File: config.mk
export PLATFORM = sky130hd
export DESIGN_NAME = and_2
export DESIGN_NICKNAME = d
export VERILOG_FILES = /design/src/rtl/and_2.sv
export SDC_FILE = /design/constraint.sdc
export NUM_CORES = 1
export LEC_CHECK = 0
export CORE_MARGIN = 2
export CORE_UTILIZATION = 48
export DETAILED_ROUTE_END_ITERATION = 7
export GPL_TIMING_DRIVEN = 0
export PLACE_DENSITY_LB_ADDON = 0.08
export SYNTH_ARGS = -nofsm -noshare
export SYNTH_HDL_FRONTEND = slang
export SYNTH_SLANG_ARGS = --single-unit
File: constraint.sdc
create_clock -name clk -period 2.4 [get_ports clk]
set_clock_uncertainty 0.05 [all_clocks]
set_input_delay 0.36 -clock clk [delete_from_list [all_inputs] [get_ports clk]]
set_output_delay 0.36 -clock clk [all_outputs]
set_load 0.03 [all_outputs]
File: src/rtl/and_2.sv
// Bitwise AND with a registered copy, per-bit rising-edge pulse and a
// saturating count of cycles in which the registered result is all ones.
module and_2 #(
    parameter int WIDTH     = 1,
    parameter int CNT_WIDTH = 16
) (
    input  logic                 clk,
    input  logic                 rst_n,
    input  logic [WIDTH-1:0]     x,
    input  logic [WIDTH-1:0]     y,
    input  logic                 clr,
    output logic [WIDTH-1:0]     z,
    output logic [WIDTH-1:0]     z_q,
    output logic [WIDTH-1:0]     z_rise,
    output logic [CNT_WIDTH-1:0] hi_cnt
);

    localparam logic [CNT_WIDTH-1:0] CNT_MAX = '1;

    logic [WIDTH-1:0] z_q_prev;

    assign z = x & y;

    always_ff @(posedge clk or negedge rst_n) begin
        if (!rst_n) begin
            z_q      <= '0;
            z_q_prev <= '0;
            z_rise   <= '0;
            hi_cnt   <= '0;
        end else begin
            z_q      <= z;
            z_q_prev <= z_q;
            z_rise   <= z_q & ~z_q_prev;
            // clear wins over increment; counter holds at all-ones
            if (clr)
                hi_cnt <= '0;
            else if ((&z_q) && (hi_cnt != CNT_MAX))
                hi_cnt <= hi_cnt + CNT_WIDTH'(1);
        end
    end

endmodule

==> parameters.txt, run 1 <==
Parameter                              Value

Synthesis
  Most numerous cell types in the synthesized netlist    19 x sky130_fd_sc_hd__dfrtp_1, 12 x sky130_fd_sc_hd__a21oi_1, 6 x sky130_fd_sc_hd__nand4_1, 6 x sky130_fd_sc_hd__o21ai_0, 6 x sky130_fd_sc_hd__o31ai_1
  Post-synthesis instance total    between 100 and 150
  Register area share after synthesis    between 40% and 50%
  Mean instance size in the synthesized netlist    9.70 sq um
  Number of flops mapped to enable cells by yosys    0
  Most common cell in the synthesized netlist    sky130_fd_sc_hd__dfrtp_1
  Ys async rst share    100%
  Share of the synthesized area in the top cell type    45.4%
  Synthesized-area fraction occupied by and/or/nand/nor cells    31.9%
  Share of synthesized area spent on multiplexers    between 3 and 4%
  Count of distinct cell types in the synthesized netlist    37
  Dominant synthesized flop cell    sky130_fd_sc_hd__dfrtp_1
  Post-synthesis instance area    1050 sq um
  Cell type with the largest total area after synthesis    sky130_fd_sc_hd__dfrtp_1
  Yosys warning total    0
  Main combinational cell family by area after synthesis    simple AND/OR/NAND/NOR gates
  Arithmetic-cell share of the synthesized area counting full adders, half adders and majority gates    roughly 1.2%
  Share of the synthesized area in compound gates (AO/OA/AOI/OAI)    14.3%
  Register bit count reported by yosys    19
  Ranking of synthesized cells by area    sky130_fd_sc_hd__dfrtp_1 45%, sky130_fd_sc_hd__a21oi_1 5.7%, sky130_fd_sc_hd__o31ai_1 4.3%
  Post-Synth XOR/XNOR Area    0%
  Syn Nets    approximately 110

Place
  Pre-CTS setup slack    0.385 ns
  Estimated wirelength of the detail-placed design    1.65 mm
  Number of placed cells counting well taps    157
  Final weighted congestion in routability-driven placement    0.804
  Placed standard-cell area    1300 sq um
  Number of port buffers    22

GRT
  Number of antenna violations at the first check in global routing    0
  Maximum number of pins on one net before global-route repair    20
  Wire length of the first global-routing pass    4.13 mm
  Total grt overflow    0
  Overall fraction of global-route tracks in use    a little over a fifth
  Via count of the first global-routing pass    856

Setup path
  Most used cell along the critical path    sky130_fd_sc_hd__clkdlybuf4s50_1
  Top cell family by delay on the critical path    buffers and inverters
  Arrival time at the worst endpoint    1.61 ns
  Critical Path Slowest Stage Cell    sky130_fd_sc_hd__clkdlybuf4s50_1
  Crit path kind    primary input to primary output
  Crit path buffers/inverters    2
  Stage delay of the slowest cell on the critical path    0.67 ns
  Kind of start point of the critical path    primary input
  Critical path endpoint category    primary output
  Biggest fanout along the worst timing path    2
  Cells along the critical path    clkdlybuf4s50_1 -> and2_1 -> clkdlybuf4s50_1
  CP Data Required Time    1.99 ns

Clocking
  Clock Path Buffers    2
  Clock Latency Late Sink    0.31 ns
  Root Buffer Master    sky130_fd_sc_hd__clkbuf_4
  TritonCTS clock tree    yes
  Clock-pin slew of the registers on the worst-case setup and hold paths    0.11 ns
  Sink Count    19
  Post-CTS Hold Buffers    0
  CTS H-tree lvls    1
  PostCTS Resize Cnt    0
  Number of buffers created by CTS    3
  Setup fix buffers added after clock tree synthesis    0

Power
  Total power per unit cell area    408 nW/um^2
  Net switching share of the total power    25.8%
  Proportion of power drawn by combinational gates    under 10%
  Proportion of power drawn by the clock network    31.5%
  Reg power frac    60.3%
  Power dissipated by switching net loads    140 uW
  Static Leakage    about 0.50 nW
  Internal Dissipation    402 uW
  Maximum vdd ir drop    0.339 mV

Min path
  Type of the tightest min-delay check    register to register

Detailed routing
  Final wirelength    2.40 mm
  Violation count after the first detailed-route iteration    26
  DR WL/cell    around 15 um
  Number of remaining DRC errors    0
  Number of vias per cell after detailed routing    6.16
  Count of antenna-violating nets left after detailed routing    0
  Vias    ~990
  First-pass DRT Iterations    4

Timing
  Period minus WS final    2.02 ns
  Max-slew headroom    between 40 and 50%
  Setup ws final    0.382 ns
  Final setup viols    0
  Peak clock frequency supported by timing    495 MHz
  Final hold vios    0
  Total Neg Setup Slack    0 ns
  Number of pins exceeding their max-slew limit in the final report    0
  Setup repair after global routing missed its margin    false
  Worst Max-Slew Pin Slew    0.854 ns
  Share of the clock period used by the worst path after layout    84.1%

Die
  Starting density of the core    52.3%
  Die Height    just over 50 um
  Die boundary width    about 51 um
  Die ar.    2570 sq um
  Area inside the core boundary    2000 sq um
  I/O pins    24
  Std-Cell Rows    16

Finish
  Post-Layout Cell Count    161
  Post-route cell area    roughly 1300 sq um
  Post-layout net count    approximately 140
  Post-Route Utilization    66.4%
  Number of antenna repair diodes    0
  Fraction of final layout cells with drive strength greater than 1    11.9%
  Layout overhead on the synthesized area    26.9%

Status
  Status    finished clean

Flow run
  Number of maximum-capacitance violations    0
metal layers:
layer	wire length (um)	vias up	GRT usage [%]
li1	-	470	-
met1	1060	487	31.5
met2	1180	31	32.0
met3	135	3	4.17
met4	22	0	5.41
met5	0	-	0
per-stage QoR:
stage,total power [mW],hold WS [ns]
2_1_floorplan,0.354,0.0144
3_3_place_gp,0.378,0.334
3_5_place_dp,0.378,0.335
4_1_cts,0.543,0.351
5_1_grt,0.562,0.367
6_report,0.542,0.348
path summary, 6_finish.rpt:
kind                                   to  slack (ns)  cells after the start  startpoint
worst min-delay path               z_rise        0.35                      1    z_q_prev
min in group asynchronous       hi_cnt[6]        0.47                      1       rst_n
worst max register to register  hi_cnt[6]        0.48                      5   hi_cnt[0]
worst max-delay path                    z        0.38                      3           x
worst min register to register     z_rise        0.35                      1    z_q_prev
max in group asynchronous       hi_cnt[7]        1.30                      1       rst_n
power groups by stage:
stage / registers (mW) / logic [mW] / clock network (mW)
global route: 0.328 / 0.0492 / 0.184
CTS: 0.327 / 0.0450 / 0.170
finish: 0.327 / 0.0441 / 0.171
detailed placement: 0.333 / 0.0449 / 0
floorplan: 0.340 / 0.0139 / 0
global placement: 0.333 / 0.0442 / 0
flip-flops by register name, summed over array words and instances (netlist names):
| signal | flops |
|---|---|
| z_rise | 1 |
| z_q | 1 |
| z_q_prev | 1 |
| hi_cnt | 16 |
cell families after synthesis:
kind of cell,Yosys count
muxes,3
AOI/OAI and AO/OA,26
buffers and inverters,8
DFF,19
adders and majority gates,1
and+or+nand+nor,51
layout make-up:
type / count / area [sq um]
well taps: 27 / 33.8
flip-flops and latches: 19 / 475
inverters: 3 / 11.3
repair buffers: 22 / 220
multi-input cells: 81 / 529
clock buffers: 3 / 22.5
fillers: 176 / 673
clock inverters: 1 / 5.00
plain buffers: 5 / 31.3
cells in the final DEF, fill, tap and decap left out, types with 2 or more instances in the layout:
cell type,count
sky130_fd_sc_hd__clkdlybuf4s50_1,22
sky130_fd_sc_hd__dfrtp_1,19
sky130_fd_sc_hd__a21oi_1,12
sky130_fd_sc_hd__nand4_1,6
sky130_fd_sc_hd__o21ai_0,6
sky130_fd_sc_hd__o31ai_1,6
sky130_fd_sc_hd__nor2_1,5
sky130_fd_sc_hd__or3_1,5
sky130_fd_sc_hd__nand2_1,5
sky130_fd_sc_hd__nand3_1,5
sky130_fd_sc_hd__or4_1,5
sky130_fd_sc_hd__inv_1,3
sky130_fd_sc_hd__nor4_1,3
sky130_fd_sc_hd__clkbuf_4,3
sky130_fd_sc_hd__nor2b_1,2
sky130_fd_sc_hd__mux2_2,2
sky130_fd_sc_hd__and3_1,2
Note: power is estimated with default switching activity, not from simulation.
==> inputs of run 2 (changes only) <==
==> constraint.sdc (replaced) <==
create_clock -name clk -period 2.1 [get_ports clk]
set_clock_uncertainty 0.05 [all_clocks]
set_input_delay 0.315 -clock clk [delete_from_list [all_inputs] [get_ports clk]]
set_output_delay 0.315 -clock clk [all_outputs]
set_load 0.03 [all_outputs]
==> results of run 2 <==
Same layout as run 1 (identical final DEF). Status: finished clean.
Main changes from that run: setup slack after placement 0.385 ns -> 0.175 ns; setup slack after layout 0.382 ns -> 0.172 ns; register-to-register setup slack 0.48 ns -> 0.18 ns; total power 0.542 mW -> 0.620 mW; worst IR drop on VDD 0.339 mV -> 0.387 mV
==> inputs of run 3 (changes only) <==
--- a/config.mk
+++ b/config.mk
@@ -5,11 +5,12 @@
 export SDC_FILE = /design/constraint.sdc
 export NUM_CORES = 1
 export LEC_CHECK = 0
-export CORE_MARGIN = 2
+export CORE_MARGIN = 5
 export CORE_UTILIZATION = 48
 export DETAILED_ROUTE_END_ITERATION = 7
 export GPL_TIMING_DRIVEN = 0
 export PLACE_DENSITY_LB_ADDON = 0.08
+export SLEW_MARGIN = 5
 export SYNTH_ARGS = -nofsm -noshare
 export SYNTH_HDL_FRONTEND = slang
 export SYNTH_SLANG_ARGS = --single-unit
==> run 3 against run 2 <==
Compared with the run above: total power decreased by 0.79%; final area unchanged; critical path depth unchanged; sequential cell count unchanged; first-iteration DRC count decreased by 31%; combinational power increased by 1%; core utilization decreased by 4.5 points; via count increased by 0.71%; routed wire length increased by 2.1%; worst hold slack got worse by 0.0050 ns; clock-buffer cell count increased by 1; largest cell class unchanged.
==> parameters.txt, run 3 (synthesis gave the netlist of run 1 again) <==
Parameter                              Value

Finish
  Post-layout net count    approximately 140
  Largest register by flop count    hi_cnt
  Fraction of final layout cells with drive strength greater than 1    between 10 and 15%
  Number of antenna repair diodes    0
  Number of flip-flops under the largest register name    16
  Fillers    a little under 200
  Layout overhead on the synthesized area    26.9%
  Post-Route Utilization    61.9%
  Most common cell after layout, fill and taps aside    sky130_fd_sc_hd__clkdlybuf4s50_1
  Most used cells in the layout excluding fill and tap cells    22 x sky130_fd_sc_hd__clkdlybuf4s50_1, 19 x sky130_fd_sc_hd__dfrtp_1, 12 x sky130_fd_sc_hd__a21oi_1

Detailed routing
  DR WL/cell    15.1 um
  First-pass DRT Iterations    4
  Count of antenna-violating nets left after detailed routing    0
  Violation count after the first detailed-route iteration    18
  Vias    998
  Final wirelength    roughly 2.5 mm
  Number of remaining DRC errors    0
  Number of vias per cell after detailed routing    6.16

Setup path
  Biggest fanout along the worst timing path    2
  Crit path kind    primary input to primary output
  Critical path endpoint category    primary output
  Top cell family by delay on the critical path    buffers and inverters
  Arrival time at the worst endpoint    1.56 ns
  Most used cell along the critical path    sky130_fd_sc_hd__clkdlybuf4s50_1
  Stage delay of the slowest cell on the critical path    0.67 ns
  Crit Reg-Reg Endpoint    hi_cnt[6]
  Crit path buffers/inverters    2
  Critical Path Slowest Stage Cell    sky130_fd_sc_hd__clkdlybuf4s50_1
  CP Data Required Time    1.74 ns
  Logic depth of the worst setup path including buffers    3
  Cells along the critical path    clkdlybuf4s50_1 -> and2_1 -> clkdlybuf4s50_1
  Kind of start point of the critical path    primary input
  Source of the worst register-to-register timing path    hi_cnt[0]
  Number of cells on the worst reg-to-reg path    5
  Reg2Reg Setup Slack    0.18 ns

Min path
  End of the worst hold path    z_rise
  Hold Crit Start    z_q_prev
  Type of the tightest min-delay check    register to register
  WHS Path Cells    1

Place
  Number of port buffers    22
  Pre-CTS setup slack    0.176 ns
  Final weighted congestion in routability-driven placement    ~0.75
  Estimated wirelength of the detail-placed design    1.72 mm

Clocking
  Root Buffer Master    sky130_fd_sc_hd__clkbuf_4
  PostCTS Resize Cnt    0
  Clock Latency Late Sink    0.30 ns
  Sink Count    19
  TritonCTS clock tree    yes
  CTS H-tree lvls    1
  Clock-pin slew of the registers on the worst-case setup and hold paths    about 0.10 ns
  Post-CTS Hold Buffers    0
  Setup fix buffers added after clock tree synthesis    0
  Number of buffers created by CTS    3
  Clock Path Buffers    2

Timing
  Peak clock frequency supported by timing    518 MHz
  Worst Max-Slew Pin Slew    0.839 ns
  Final hold vios    0
  Max-slew headroom    43.9%
  Share of the clock period used by the worst path after layout    91.9%
  Setup repair after global routing missed its margin    false
  Setup ws final    0.170 ns
  Final setup viols    0
  Number of pins exceeding their max-slew limit in the final report    0
  Period minus WS final    1.93 ns
  Min Hold Slack    0.343 ns
  Total Neg Setup Slack    0 ns

Die
  Die ar.    approximately 3200 sq um
  Starting density of the core    48.7%
  Die Height    56.7 um
  Die boundary width    56.7 um
  I/O pins    24
  Area inside the core boundary    2150 sq um
  Std-Cell Rows    17

GRT
  Overall fraction of global-route tracks in use    16.5%
  Wire length of the first global-routing pass    4.23 mm
  Total grt overflow    0
  Number of antenna violations at the first check in global routing    0
  Maximum number of pins on one net before global-route repair    20
  Via count of the first global-routing pass    971

Power
  Total power per unit cell area    463 nW/um^2
  Static Leakage    about 0.50 nW
  Maximum vdd ir drop    0.409 mV

Status
  Status    finished clean

Flow run
  Number of maximum-capacitance violations    0
[run 3: layout make-up]
cell class                 instances  area, sq um  share of cell area, %
buffer                             5         31.3                   2.35
clock buffer                       4         26.3                   1.98
inverter                           3         11.3                  0.847
multi-input combinational         81          529                   39.8
sequential                        19          475                   35.8
tap                               28         35.0                   2.64
timing repair buffer              22          220                   16.6
[run 3: stage by stage]
| stage | total power, mW | area [sq um] | cells |
|---|---|---|---|
| after global routing | 0.638 | 1330 | 162 |
| after detailed placement | 0.433 | 1300 | 158 |
| after global placement | 0.432 | 1300 | 158 |
| after CTS | 0.622 | 1330 | 162 |
| final | 0.615 | 1330 | 162 |
| after floorplan | 0.405 | 1050 | 108 |
[run 3: where the power goes]
group,switching (mW),internal (mW),leakage [nW]
clock network,0.116,0.0742,0.0150
registers,0.00371,0.370,0.262
logic,0.0328,0.0181,0.220
[run 3: per-layer routing]
layer | GRT usage (%) | routed length (um)
met1 | 21.1 | 1090
met2 | 27.6 | 1170
met3 | 2.99 | 155
met4 | 6.10 | 38
met5 | 0 | 0
[run 3: worst max path at each step]
| stage | startpoint | endpoint |
|---|---|---|
| after global placement | x | z |
| after detailed placement | x | z |
| final | x | z |
| after CTS | y | z |
| after global routing | z_q | hi_cnt[14] |
| after floorplan | hi_cnt[0] | hi_cnt[6] |
